===== config.mk =====
export PLATFORM = sky130hd
export DESIGN_NAME = pc_seq_ctrl
export DESIGN_NICKNAME = d
export VERILOG_FILES = /design/src/rtl/pc_seq_ctrl.sv
export SDC_FILE = /design/constraint.sdc
export NUM_CORES = 1
export LEC_CHECK = 0
export CORE_MARGIN = 2
export CORE_UTILIZATION = 39
export CTS_CLUSTER_DIAMETER = 120
export DETAILED_ROUTE_END_ITERATION = 8
export GPL_TIMING_DRIVEN = 0
export HOLD_SLACK_MARGIN = 0.1
export PLACE_DENSITY = 0.84
export SETUP_SLACK_MARGIN = 0.3
export SLEW_MARGIN = 30
export SYNTH_ARGS = -nofsm -noshare
export SYNTH_HDL_FRONTEND = slang
export SYNTH_SLANG_ARGS = --single-unit

===== constraint.sdc =====
create_clock -name clk -period 2.6 [get_ports clk]
set_clock_uncertainty 0.15 [all_clocks]
set_input_delay 0.52 -clock clk [delete_from_list [all_inputs] [get_ports clk]]
set_output_delay 0.52 -clock clk [all_outputs]
set_load 0.1 [all_outputs]

===== src/rtl/pc_seq_ctrl.sv =====
// Fetch/next-PC sequencer: owns the architectural PC, runs the instruction-memory
// req/ack handshake and picks the next PC by fixed redirect priority.
module pc_seq_ctrl #(
    parameter logic [31:0] RESET_VECTOR = 32'h0000_0000,
    parameter logic [31:0] TRAP_VECTOR  = 32'h0000_0100
) (
    input  logic        clk,
    input  logic        rst,
    output logic        imem_req,
    output logic [31:0] imem_addr,
    input  logic        imem_ack,
    output logic        instr_valid,
    input  logic        stall,
    input  logic        branch_taken,
    input  logic [31:0] branch_target,
    input  logic        jump_en,
    input  logic [31:0] jump_target,
    input  logic        mret,
    input  logic        trap_req,
    output logic [31:0] pc_cur,
    output logic [31:0] pc_next,
    output logic        pc_load,
    output logic [31:0] epc,
    output logic [1:0]  trap_cause
);

    typedef enum logic [1:0] {
        BOOT  = 2'd0,
        FETCH = 2'd1,
        EXEC  = 2'd2
    } state_t;

    state_t      state;
    state_t      state_nxt;
    logic        misaligned;
    logic        commit;
    logic [31:0] jump_pc;

    // jal/jalr clear bit 0; a set bit 1 is still an unaligned target
    assign jump_pc    = jump_target & ~32'h1;
    assign misaligned = (jump_en && jump_target[1]) ||
                        (!jump_en && branch_taken && (branch_target[1:0] != 2'b00));
    assign commit     = (state == EXEC) && !stall;

    always_comb begin
        pc_next = pc_cur + 32'd4;
        if (trap_req) begin
            pc_next = TRAP_VECTOR;
        end else if (misaligned) begin
            pc_next = TRAP_VECTOR;
        end else if (mret) begin
            pc_next = epc;
        end else if (jump_en) begin
            pc_next = jump_pc;
        end else if (branch_taken) begin
            pc_next = branch_target;
        end
    end

    always_comb begin
        state_nxt   = state;
        imem_req    = 1'b0;
        instr_valid = 1'b0;
        pc_load     = 1'b0;
        imem_addr   = pc_cur;
        case (state)
            BOOT: begin
                state_nxt = FETCH;
            end
            FETCH: begin
                imem_req = 1'b1;
                if (imem_ack) begin
                    state_nxt = EXEC;
                end
            end
            EXEC: begin
                instr_valid = 1'b1;
                if (!stall) begin
                    pc_load   = 1'b1;
                    state_nxt = FETCH;
                end
            end
            default: begin
                state_nxt = BOOT;
            end
        endcase
    end

    always_ff @(posedge clk or negedge rst) begin
        if (!rst) begin
            state <= BOOT;
        end else begin
            state <= state_nxt;
        end
    end

    // Trap bookkeeping only moves when an instruction actually retires its redirect
    always_ff @(posedge clk or negedge rst) begin
        if (!rst) begin
            pc_cur     <= RESET_VECTOR;
            epc        <= 32'h0;
            trap_cause <= 2'd0;
        end else if (commit) begin
            pc_cur <= pc_next;
            if (trap_req) begin
                epc        <= pc_cur;
                trap_cause <= 2'd1;
            end else if (misaligned) begin
                epc        <= pc_cur;
                trap_cause <= 2'd2;
            end else if (mret) begin
                trap_cause <= 2'd0;
            end
        end
    end

endmodule


==> impl_metrics.yaml, run 1 <==
synthesis:
  yosys_warnings: 0
  synth_net_count: 650
  post_synth_inst_count: 577
  async_flop_share_pct: 100
  syn_area_per_cell_sq_um: 8.41
  synth-edff-count: 0
  synth_seq_area_share_pct: 35.1
  synth_cell_types: 67
  synth-seq-cells: 68
  dominantRegCellSynth: "sky130_fd_sc_hd__dfrtp_1"
  synthesis.area_sq_um: 4850
clock_network:
  clk_slew_on_worst_s_h_paths_ps: 60
  tritoncts: "done"
  cts_num_sinks: 68
  cts_root_buffer: "sky130_fd_sc_hd__clkbuf_16"
  cts_buffer_count: 9
  clkLatencyLatePin_ps: 350
  h-tree-depth: 3
  clock_path_buffers: 2
cells_and_area:
  insertedDiodeCount: 0
  layout_common_cells: "128 x sky130_fd_sc_hd__buf_4, 61 x sky130_fd_sc_hd__clkdlybuf4s50_1, 58 x sky130_fd_sc_hd__nand2_1"
  synthToLayoutAreaGrowth_pct: 114
  layout.nets: 981
  drive_above_1_share_pct: 54.7
  layout_commonest_cell: "sky130_fd_sc_hd__buf_4"
  multi_input_area_sq_um: 3790
  filler_cell_count: 559
  final-seq-area_sq_um: 1800
sta:
  fin_worst_hold_slack_ps: 352
  final.setup.worst_slack_ps: -826
  final.setup.tns_ps: -12490
  setup_viol_count_final: 28
  minimum_clock_period_after_layout_ps: 3430
  fin_crit_sh_pct: 132
  rsz_0062_raised_after_global_routing: "true"
  clock.fmax_ghz: 0.292
  tightestPinTransition_ps: 1010
  final_hold_viol_count: 0
  worst_slew_margin_rel_pct: 33.0
  drv_slew: 0
global_routing:
  gr-total-overflow: 0
  top_usage_layer: "met2"
  grt_pass1_wl_mm: 37.5
  grt.met1_usage_pct: 46.8
  grt_max_degree: 39
  global_route.usage.total_pct: 37.6
  grt_use_met3_pct: 7.27
  grt_util_met2_pct: 62.8
  grt_antenna_before_repair: 0
  number_of_global_route_vias_before_repair: 6529
run_status:
  failed_checks: "setup timing"
  outcome: "finished, violations left"
placement:
  detailedPlace.worstSlack_ps: -1640
  io_buffer_count: 202
  gpl.final_weighted_congestion: 0.952
  hpwl_mm: 15.8
drt:
  detail_route.first_pass.iterations: 5
  routed_wl_mm: 28.6
  drt-wirelength-per-cell_um: 26.5
  drt_iter0_markers: 925
  via_per_inst: 6.38
  final_antenna_net_count: 0
  remaining_drc_errors: 0
  vias: 6893
worst_setup_path:
  timing.critical_path.from_type: "flop"
  cp_data_required_time_ps: 1930
  path_max_fanout: 7
  arrival_time_reported_for_the_critical_path_endpoint_ps: 2760
  setup.reg_to_reg.worst_slack_ps: 60
  type_of_the_worst_setup_path: "flop to primary output"
  end_kind: "primary output"
power_and_ir_drop:
  irDropWorstVdd_mv: 1.25
  power.density_nw_per_um2: 1280
  leakagePower_nw: 4.37
floorplanning:
  core_box_area_sq_um: 12100
  die_area_sq_um: 13400
  rows: 40
  vertical_extent_of_the_die_um: 116
  chipWidth_um: 116
  boundaryPins: 205
  effective_utilization_at_floorplan_pct: 40.2
hold_path:
  hold_path.class: "flop to flop"
job:
  drv_cap: 0
## per-stage QoR
step,area [sq um],power [mW],util (%),cells
floorplan,5830,9.06,-,577
global placement,8060,11.0,66.8,947
detailed placement,8080,11.1,67.0,948
CTS,9930,12.7,82.3,1043
global route,10400,13.6,86.2,1081
finish,10400,13.3,86.2,1081
## cells in the mapped netlist (3+ instances only)
master	count	area share (%)
sky130_fd_sc_hd__a21oi_1	33	3.4
sky130_fd_sc_hd__clkbuf_1	31	2.4
sky130_fd_sc_hd__o31a_1	3	0.54
sky130_fd_sc_hd__buf_1	6	0.46
sky130_fd_sc_hd__o21a_1	4	0.62
sky130_fd_sc_hd__a211oi_1	5	0.77
sky130_fd_sc_hd__mux2_2	27	6.3
sky130_fd_sc_hd__buf_4	33	5.1
sky130_fd_sc_hd__o22a_1	4	0.72
sky130_fd_sc_hd__o31ai_1	5	0.77
sky130_fd_sc_hd__o221ai_1	9	1.6
sky130_fd_sc_hd__nand2b_1	11	1.4
sky130_fd_sc_hd__o211ai_1	4	0.62
sky130_fd_sc_hd__dfrtp_1	68	35
sky130_fd_sc_hd__o22ai_1	15	1.9
sky130_fd_sc_hd__a31oi_1	9	1.2
sky130_fd_sc_hd__a32o_1	5	1.0
sky130_fd_sc_hd__nor2_1	31	2.4
sky130_fd_sc_hd__nand3_1	21	2.2
sky130_fd_sc_hd__inv_1	13	1.0
sky130_fd_sc_hd__xor2_1	8	1.4
sky130_fd_sc_hd__or3_1	4	0.52
sky130_fd_sc_hd__and3_1	6	0.77
sky130_fd_sc_hd__o21ai_0	37	3.8
sky130_fd_sc_hd__nor2b_1	3	0.39
sky130_fd_sc_hd__nor3_1	17	1.8
sky130_fd_sc_hd__buf_2	6	0.62
sky130_fd_sc_hd__a21o_1	11	1.7
sky130_fd_sc_hd__nand2_1	67	5.2
sky130_fd_sc_hd__nand4_1	10	1.3
sky130_fd_sc_hd__o41ai_1	5	0.90
sky130_fd_sc_hd__nor4_1	6	0.77
sky130_fd_sc_hd__xnor2_1	14	2.5
sky130_fd_sc_hd__mux2i_1	3	0.62
## flip-flops by register name, indices dropped and copies added, names as in the netlist
name        flops
epc            32
state           2
imem_addr      32
trap_cause      2
## final cells by class
| cell class | count | share of cell area [%] |
|---|---|---|
| clock inverters | 4 | 0.457 |
| clock buffers | 12 | 2.47 |
| flip-flops and latches | 68 | 17.3 |
| inverters | 14 | 0.722 |
| multi-input cells | 417 | 36.5 |
| plain buffers | 78 | 8.44 |
| repair buffers | 320 | 32.1 |
| well taps | 168 | 2.02 |
## what timing repair did
| action | CTS | global route |
|---|---|---|
| hold buffers | 1 | 0 |
| hold endpoints to repair | 30 | 0 |
| setup buffers | 75 | 38 |
| gates cloned | 3 | 0 |
| pin swaps | 50 | 39 |
| setup endpoints to repair | 193 | 72 |
| resized for setup | 650 | 75 |
## routing by layer
metal  vias up  wire length (um)
li1       2756                 -
met1      3341             10300
met2       621             13400
met3       175              3220
met4         0              1760
met5         -                 0
## logic make-up after synthesis
logic type / share of synthesized area, %
AO/OA/AOI/OAI: 24.0
XOR/XNOR: 3.97
adder cells (fa/ha/maj): 0.258
buffers and inverters: 9.87
flip-flops: 35.1
multiplexers: 6.88
AND/OR/NAND/NOR: 20.0
## critical path: stages (launching register included)
cell                       delay (ps)
sky130_fd_sc_hd__dfrtp_4          430
sky130_fd_sc_hd__buf_6            100
sky130_fd_sc_hd__buf_4            160
sky130_fd_sc_hd__nand4_1          230
sky130_fd_sc_hd__or4_4            660
sky130_fd_sc_hd__o41ai_4          260
sky130_fd_sc_hd__a21oi_2           90
sky130_fd_sc_hd__a311oi_4         270
sky130_fd_sc_hd__buf_12           220
## final timing paths
kind | depth (start not counted) | end | start
max | 8 | pc_next[22] | imem_addr[12]$_DFFE_PN0P_
min | 2 | epc[22]$_DFFE_PN0P_ | epc[22]$_DFFE_PN0P_
max reg2reg | 10 | imem_addr[31]$_DFFE_PN0P_ | imem_addr[14]$_DFFE_PN0P_
min reg2reg | 2 | epc[22]$_DFFE_PN0P_ | epc[22]$_DFFE_PN0P_
max in group asynchronous | 3 | imem_addr[6]$_DFFE_PN0P_ | rst
min in group asynchronous | 2 | imem_addr[22]$_DFFE_PN0P_ | rst
## report_power, final
part	total (mW)	internal [mW]	switching, mW
logic	9.73	2.58	7.15
clock network	1.33	0.793	0.534
registers	2.28	1.61	0.671
total	13.3	4.98	8.36
No activity file was read; power rests on OpenSTA's default activity.
==> inputs of run 2 (changes only) <==
--- a/config.mk
+++ b/config.mk
@@ -8,6 +8,7 @@
 export CORE_MARGIN = 2
 export CORE_UTILIZATION = 39
 export CTS_CLUSTER_DIAMETER = 120
+export CTS_CLUSTER_SIZE = 20
 export DETAILED_ROUTE_END_ITERATION = 8
 export GPL_TIMING_DRIVEN = 0
 export HOLD_SLACK_MARGIN = 0.1
==> results of run 2 <==
No change in the layout: final DEF, timing and power equal those of run 1.
==> inputs of run 3 (changes only) <==
--- a/config.mk
+++ b/config.mk
@@ -5,6 +5,7 @@
 export SDC_FILE = /design/constraint.sdc
 export NUM_CORES = 1
 export LEC_CHECK = 0
+export CAP_MARGIN = 40
 export CORE_MARGIN = 2
 export CORE_UTILIZATION = 39
 export CTS_CLUSTER_DIAMETER = 120
==> impl_metrics.yaml, run 3 <==
synthesis:
  synth-seq-cells: 68
  synth_largest_area_cell: "sky130_fd_sc_hd__dfrtp_1"
  yosys_warnings: 0
  post_synth_most_frequent_cells: "68 x sky130_fd_sc_hd__dfrtp_1, 67 x sky130_fd_sc_hd__nand2_1, 37 x sky130_fd_sc_hd__o21ai_0"
  synth_seq_area_share_pct: 35.1
  synth-edff-count: 0
  synth_top_cells_by_area: "sky130_fd_sc_hd__dfrtp_1 35%, sky130_fd_sc_hd__mux2_2 6.3%, sky130_fd_sc_hd__nand2_1 5.2%, sky130_fd_sc_hd__buf_4 5.1%, sky130_fd_sc_hd__o21ai_0 3.8%"
  syn_area_per_cell_sq_um: 8.41
  dominantRegCellSynth: "sky130_fd_sc_hd__dfrtp_1"
  synth_net_count: 650
  post_synth_inst_count: 577
  synth_cell_types: 67
  async_flop_share_pct: 100
  post-synth-top-area-fraction_pct: 35.1
  synthesis.area_sq_um: 4850
  synth.most_common_cell: "sky130_fd_sc_hd__dfrtp_1"
clock_network:
  cts_hold_buffers: 1
  post_cts_resize_count: 307
  cts_root_buffer: "sky130_fd_sc_hd__clkbuf_16"
  postCtsSetupRepairBufs: 130
  cts_num_sinks: 68
  h-tree-depth: 3
  cts_buffer_count: 9
  clock_path_buffers: 2
run_status:
  stage_where_the_flow_stopped: "4_1_cts"
  first-error: "[ERROR DPL-0038] Utilization greater than 100%, impossible to legalize"
  outcome: "aborted with a tool error"
floorplanning:
  effective_utilization_at_floorplan_pct: 40.2
  chipWidth_um: 116
  boundaryPins: 205
  rows: 40
  vertical_extent_of_the_die_um: 116
placement:
  hpwl_mm: 20.0
  io_buffer_count: 202
  gpl.final_weighted_congestion: 0.952
==> run 3: cell counts after synthesis <==
Identical to the previous run, type by type.
==> run 3: cell families after synthesis <==
family / share of synthesized area [%]
buffers and inverters: 9.87
AND/OR/NAND/NOR: 20.0
XOR/XNOR: 3.97
multiplexers: 6.88
adder cells (fa/ha/maj): 0.258
flip-flops: 35.1
AO/OA/AOI/OAI: 24.0
==> run 3: per-stage QoR <==
stage	instances	setup TNS (ps)	cell area, sq um	hold slack [ps]	worst slack, ps
2_1_floorplan	577	-9140	5830	74.4	-765
3_3_place_gp	947	-200710	8060	342	-2150
3_5_place_dp	1082	-68860	10200	349	-1360
==> inputs of run 4 (changes only) <==
==> config.mk (replaced) <==
export PLATFORM = sky130hd
export DESIGN_NAME = pc_seq_ctrl
export DESIGN_NICKNAME = d
export VERILOG_FILES = /design/src/rtl/pc_seq_ctrl.sv
export SDC_FILE = /design/constraint.sdc
export NUM_CORES = 1
export LEC_CHECK = 0
export CAP_MARGIN = 40
export CORE_MARGIN = 2
export CORE_UTILIZATION = 40
export DETAILED_ROUTE_END_ITERATION = 8
export GPL_TIMING_DRIVEN = 0
export PLACE_DENSITY_LB_ADDON = 0.15
export SLEW_MARGIN = 30
export SYNTH_ARGS = -nofsm -noshare
export SYNTH_HDL_FRONTEND = slang
export SYNTH_SLANG_ARGS = --single-unit
==> constraint.sdc (replaced) <==
create_clock -name clk -period 3.4 [get_ports clk]
set_clock_uncertainty 0.15 [all_clocks]
set_input_delay 0.68 -clock clk [delete_from_list [all_inputs] [get_ports clk]]
set_output_delay 0.68 -clock clk [all_outputs]
set_load 0.1 [all_outputs]
==> impl_metrics.yaml, run 4 (synthesized netlist as in run 1, its figures left out) <==
worst_setup_path:
  arrival_time_reported_for_the_critical_path_endpoint_ps: 2660
  timing.critical_path.from_type: "primary input"
  type_of_the_worst_setup_path: "primary input to primary output"
  critical_path.cell_chain: "dlygate4sd2_1, a21oi_2, o21ai_1, clkbuf_4, clkbuf_4, buf_6, nor2_2, o21ai_1, nor2_4, dlygate4sd2_1, buf_12"
  cp_data_required_time_ps: 2570
  critical-path-top-delay-family: "buffers and inverters"
  cell_with_the_biggest_individual_delay_on_the_critical_path: "sky130_fd_sc_hd__dlygate4sd2_1"
  path_max_fanout: 7
  crit_path_max_incr_delay_ps: 310
  end_kind: "primary output"
  cp_num_buf_inv: 6
power_and_ir_drop:
  irDropWorstVdd_mv: 0.861
  leakagePower_nw: 4.45
  p_clk_share_pct: 9.1
  net_switching_component_of_the_power_mw: 6.64
  sw_frac_of_total_pct: 56.0
  p_comb_share_pct: 76.6
  power.density_nw_per_um2: 1100
  p_total_mw: 11.9
  intPower_mw: 5.22
  p_seq_share_pct: 14.2
cells_and_area:
  layout.nets: 1032
  layout_commonest_cell: "sky130_fd_sc_hd__clkdlybuf4s50_1"
  drive_above_1_share_pct: 43.7
  design_area_sq_um: 10800
  layout_common_cells: "163 x sky130_fd_sc_hd__clkdlybuf4s50_1, 108 x sky130_fd_sc_hd__buf_4, 95 x sky130_fd_sc_hd__buf_8"
  synthToLayoutAreaGrowth_pct: 122
clock_network:
  clkLatencyLatePin_ps: 360
  clk_slew_on_worst_s_h_paths_ps: 60
  tritoncts: "done"
  h-tree-depth: 3
  clock_path_buffers: 2
  cts_root_buffer: "sky130_fd_sc_hd__clkbuf_16"
  cts_buffer_count: 9
  cts_num_sinks: 68
placement:
  dpl_cell_area_sq_um: 9660
  gpl.final_weighted_congestion: 0.879
  hpwl_mm: 18.5
  io_buffer_count: 202
drt:
  detail_route.first_pass.iterations: 7
  via_per_inst: 6.56
  final_antenna_net_count: 0
  drt_iter0_markers: 951
  drt-wirelength-per-cell_um: 26.4
  routed_wl_mm: 29.4
  remaining_drc_errors: 0
  vias: 7299
floorplanning:
  core_box_area_sq_um: 11900
  rows: 40
  chipWidth_um: 114
  vertical_extent_of_the_die_um: 114
  die_area_sq_um: 13000
  effective_utilization_at_floorplan_pct: 40.8
  boundaryPins: 205
sta:
  setup_viol_count_final: 9
  clock.fmax_ghz: 0.287
  rsz_0062_raised_after_global_routing: "true"
  fin_crit_sh_pct: 103
  tightestPinTransition_ps: 899
  minimum_clock_period_after_layout_ps: 3490
  final.setup.worst_slack_ps: -90.0
  fin_worst_hold_slack_ps: 128
  final_hold_viol_count: 0
  drv_slew: 0
  worst_slew_margin_rel_pct: 40.1
global_routing:
  grt_antenna_before_repair: 1
  grt_max_degree: 40
  number_of_global_route_vias_before_repair: 7632
  gr-total-overflow: 0
  grt_pass1_wl_mm: 42.4
  global_route.usage.total_pct: 42.8
run_status:
  failed_checks: "setup timing"
  outcome: "finished, violations left"
hold_path:
  hold_path.class: "primary input to async pin"
job:
  drv_cap: 0
run 4: final cells by class:
type	count	area [sq um]
multi-input combinational	417	3290
buffer	67	573
timing repair buffer	382	4580
clock inverter	6	87.6
sequential	68	1790
antenna	1	2.50
clock buffer	10	239
tap	147	184
inverter	14	57.6
fill	476	1110
run 4: what timing repair did:
item	4_1_cts	5_1_grt
endpoints found under the setup margin	40	12
pin swaps	14	11
resized for setup	152	17
buffers inserted	51	25
hold buffers	0	0
run 4: final timing paths:
kind | start | endpoint | slack [ps] | cells past startpoint
min in group clk | trap_cause[0]$_DFFE_PN0P_ | trap_cause[0]$_DFFE_PN0P_ | 370 | 1
min | rst | epc[26]$_DFFE_PN0P_ | 130 | 1
max reg2reg | state[1]$_DFFE_PN0P_ | epc[7]$_DFFE_PN0P_ | 600 | 7
min reg2reg | trap_cause[0]$_DFFE_PN0P_ | trap_cause[0]$_DFFE_PN0P_ | 370 | 1
max | jump_target[1] | pc_next[26] | -90 | 11
max in group asynchronous | rst | imem_addr[17]$_DFFE_PN0P_ | 2360 | 2
run 4: metrics by stage:
stage          utilization [%]  setup WS [ps]  TNS [ps]  std cells
3_3_place_gp              63.1          -2160   -149170        926
4_1_cts                   88.9           -327      -507       1093
5_1_grt                   90.6           -135      -548       1112
3_5_place_dp              81.1          -1860    -58490       1061
2_1_floorplan                -           -325     -1280        577
6_report                  90.6          -90.0      -346       1112
run 4: layer usage:
layer	share of wire [%]	track usage, %	wire length [um]	vias up
met5	0	0	0	-
met4	8.4	29.8	2470	0
met3	12	12.0	3390	265
met2	47	71.7	13900	760
met1	33	46.9	9610	3415
li1	-	-	-	2859
run 4: worst register-to-register path, cell delays in order, from the launching register on:
cell	delay, ps
sky130_fd_sc_hd__dfrtp_1	420
sky130_fd_sc_hd__nor2b_2	190
sky130_fd_sc_hd__nand2b_4	190
sky130_fd_sc_hd__inv_2	130
sky130_fd_sc_hd__nand2_1	130
sky130_fd_sc_hd__clkbuf_1	570
sky130_fd_sc_hd__clkbuf_1	600
sky130_fd_sc_hd__o21ai_0	250
run 4: power groups by stage:
stage / clock, mW / sequential [mW] / combinational, mW
final: 1.08 / 1.69 / 9.09
after global routing: 1.10 / 1.71 / 9.27
after CTS: 1.06 / 1.67 / 8.78
after detailed placement: 0 / 1.71 / 8.54
after global placement: 0 / 1.67 / 6.56
after floorplan: 0 / 3.88 / 2.87
==> patch, RTL diff (config.mk and constraints of run 4) <==
Add an input register stage for `branch_target`; this delays it by one clock. The other inputs are not delayed to match.
--- a/src/rtl/pc_seq_ctrl.sv
+++ b/src/rtl/pc_seq_ctrl.sv
@@ -31,4 +31,10 @@
     } state_t;
 
+    logic [31:0] branch_target_q;
+
+    always_ff @(posedge clk) begin
+        branch_target_q <= branch_target;
+    end
+
     state_t      state;
     state_t      state_nxt;
@@ -40,5 +46,5 @@
     assign jump_pc    = jump_target & ~32'h1;
     assign misaligned = (jump_en && jump_target[1]) ||
-                        (!jump_en && branch_taken && (branch_target[1:0] != 2'b00));
+                        (!jump_en && branch_taken && (branch_target_q[1:0] != 2'b00));
     assign commit     = (state == EXEC) && !stall;
 
@@ -54,5 +60,5 @@
             pc_next = jump_pc;
         end else if (branch_taken) begin
-            pc_next = branch_target;
+            pc_next = branch_target_q;
         end
     end
Check against the original RTL: not equivalent (a bounded check fails within 4 cycles, from zero or initial values and one cycle with rst low).
==> patch against run 4 <==
The flow still finishes with violations (setup timing). Power rose by 1.8%. Routed wire length fell by 13%. Area after synthesis rose by 14%. Final area rose by 1.8%. Setup slack improved by 0.052 ns. Combinational power fell by 3.0%. Sequential cell count rose by 32.
==> patch: results (changes against run 4) <==
Status -> finished with violations
Failing checks -> setup timing
GRT Resource Usage Total -> 33.9% (-8.9 points)
Synth warnings -> 0 (unchanged)
Iteration-0 DRC count of the detailed router -> 650 (-32%)
Antenna violations before repair -> 0 (-1)
Cell variety after synth -> 67 (unchanged)
Reg2reg setup slack -> 0.89 ns (+0.29 ns)
Total CTS buffers -> 9 (unchanged)
Largest net degree at the start of global routing -> 39 (-2.5%)
Diodes inserted -> 0 (-1)
Final worst slack -> -0.0376 ns (+0.0525 ns)
Top post-synthesis cells by count -> 68 x dfrtp_1, 61 x nand2_1, 37 x o21ai_0, 33 x buf_4, 32 x dfxtp_1
CTS root buf -> clkbuf_16
Fin cells -> 1122 (+0.90%)
First-pass GRT wire length -> 38000 um (-10%)
Worst-path clk slew -> 0.07 ns
Placer congestion estimate -> 0.913 (+3.8%)
Register area share after synthesis -> 42.4% (+7.4 points)
Fill cells -> 720 (+51%)
Hold Path Class -> in2async
R2R Path Start -> state[1]
Clk buf depth -> 2 (unchanged)
Asr flop ratio synth -> 68.0% (-32 points)
Arrival @ worst endpoint -> 2.61 ns (-0.05 ns)
HPWL after DPL -> 18100 um (-2.3%)
Worst VDD drop -> 1.03 mV (+19%)
Vias in the first global route -> 6973 (-8.6%)
Share of layout cells above drive strength 1 -> 39.3% (-4.3 points)
Via count -> 6634 (-9.1%)
Port Buffers -> 201 (-0.50%)
Pre-CTS WS -> -1.34 ns (+0.524 ns)
Primary FF master, synth -> dfrtp_1
Final setup fails -> 1 (-8)
Worst slew pin tran -> 0.847 ns (-0.0514 ns)
Synth Net Count -> 661 (+1.7%)
R2R cell count -> 6 (-1)
Crit Path Max Fanout -> 7 (unchanged)
Avg WL per Cell -> 22.8 um (-14%)
Clk_lat worst skew -> 0.35 ns
Synth area leaders -> dfrtp_1 31%, dfxtp_1 12%, mux2_2 6.3%
Leak pwr -> 4.59 nW (+3.1%)
Drt pass-1 iters -> 7 (unchanged)
CTS HTree Levels -> 3 (unchanged)
Final net count -> 1014 (-1.7%)
Worst R2R End -> epc[23]
Synth Instances -> 588 (+1.9%)
patch: cell count changes in the layout (fill, tap and decap cells not counted), sizes merged, moves of 5 or more:
cell / before / now
nor2: 31 / 25
nor3: 17 / 5
nand3: 22 / 17
buf: 252 / 222
o211ai: 4 / 10
nand2: 67 / 62
dfxtp: 0 / 32
o22ai: 15 / 9
patch: critical path, stage by stage, from the launching register on:
cell	delay, ns
dfrtp_4	0.47
ha_4	0.16
nand4_1	0.21
nor2_2	0.22
buf_6	0.17
buf_4	0.15
nand3_1	0.09
o41a_1	0.38
a21oi_4	0.21
buf_12	0.20
patch: metrics by stage:
stage | TNS [ns] | hold WS [ns] | cell area [sq um] | util [%]
floorplan | 0 | 0.234 | 5800 | -
global placement | -122.75 | 0.338 | 8030 | 60.2
detailed placement | -33.70 | 0.352 | 10200 | 76.4
CTS | 0 | 0.186 | 10900 | 81.9
global route | -0.108 | 0.217 | 11000 | 82.3
finish | -0.0376 | 0.173 | 11000 | 82.3
patch: cells by family (layout without fill, tap and decap cells):
| family | count (synthesis) | in the layout | share of synthesized area [%] |
|---|---|---|---|
| AND/OR/NAND/NOR | 159 | 159 | 15.1 |
| buffers and inverters | 91 | 449 | 9.38 |
| AO/OA/AOI/OAI | 177 | 177 | 21.8 |
| flip-flops | 100 | 100 | 42.4 |
| multiplexers | 36 | 36 | 7.23 |
| XOR/XNOR | 24 | 24 | 3.81 |
| adder cells (fa/ha/maj) | 1 | 1 | 0.227 |
patch: worst max-delay path by stage:
| stage | end | from | cells after the start |
|---|---|---|---|
| final | pc_next[28] | imem_addr[3] | 9 |
| after detailed placement | pc_next[28] | jump_en | 10 |
| after global routing | pc_next[28] | imem_addr[3] | 9 |
| after global placement | pc_next[31] | jump_en | 6 |
| after floorplan | pc_next[29] | imem_addr[6] | 6 |
| after CTS | pc_next[28] | imem_addr[3] | 9 |
patch: where the power goes:
group / total, mW / switching [mW] / internal, mW
combinational: 8.82 / 5.54 / 3.27
clock: 1.17 / 0.501 / 0.673
sequential: 2.09 / 0.516 / 1.57
patch: final cells by class:
type                    count  area, sq um  area share [%]
clock buffers              10          239            2.17
clock inverters             6         93.8           0.854
flip-flops and latches    100         2380            21.7
well taps                 176          220            2.00
multi-input cells         397         3060            27.8
repair buffers            348         4340            39.5
plain buffers              70          596            5.42
inverters                  15         66.3           0.604
patch: timing repair:
item | in CTS | in global routing
pin swaps | 9 | 6
buffers inserted | 31 | 8
endpoints found under the setup margin | 33 | 10
gates cloned | 0 | 0
resized for setup | 118 | 11
patch: routing by layer:
layer  up-vias  wire length [um]  global-route usage [%]
met5         -                 0                       0
met4         0              1030                    14.8
met3        99              2300                    8.55
met2       447             13200                    60.4
met1      3275              8990                    38.3
li1       2813                 -                       -
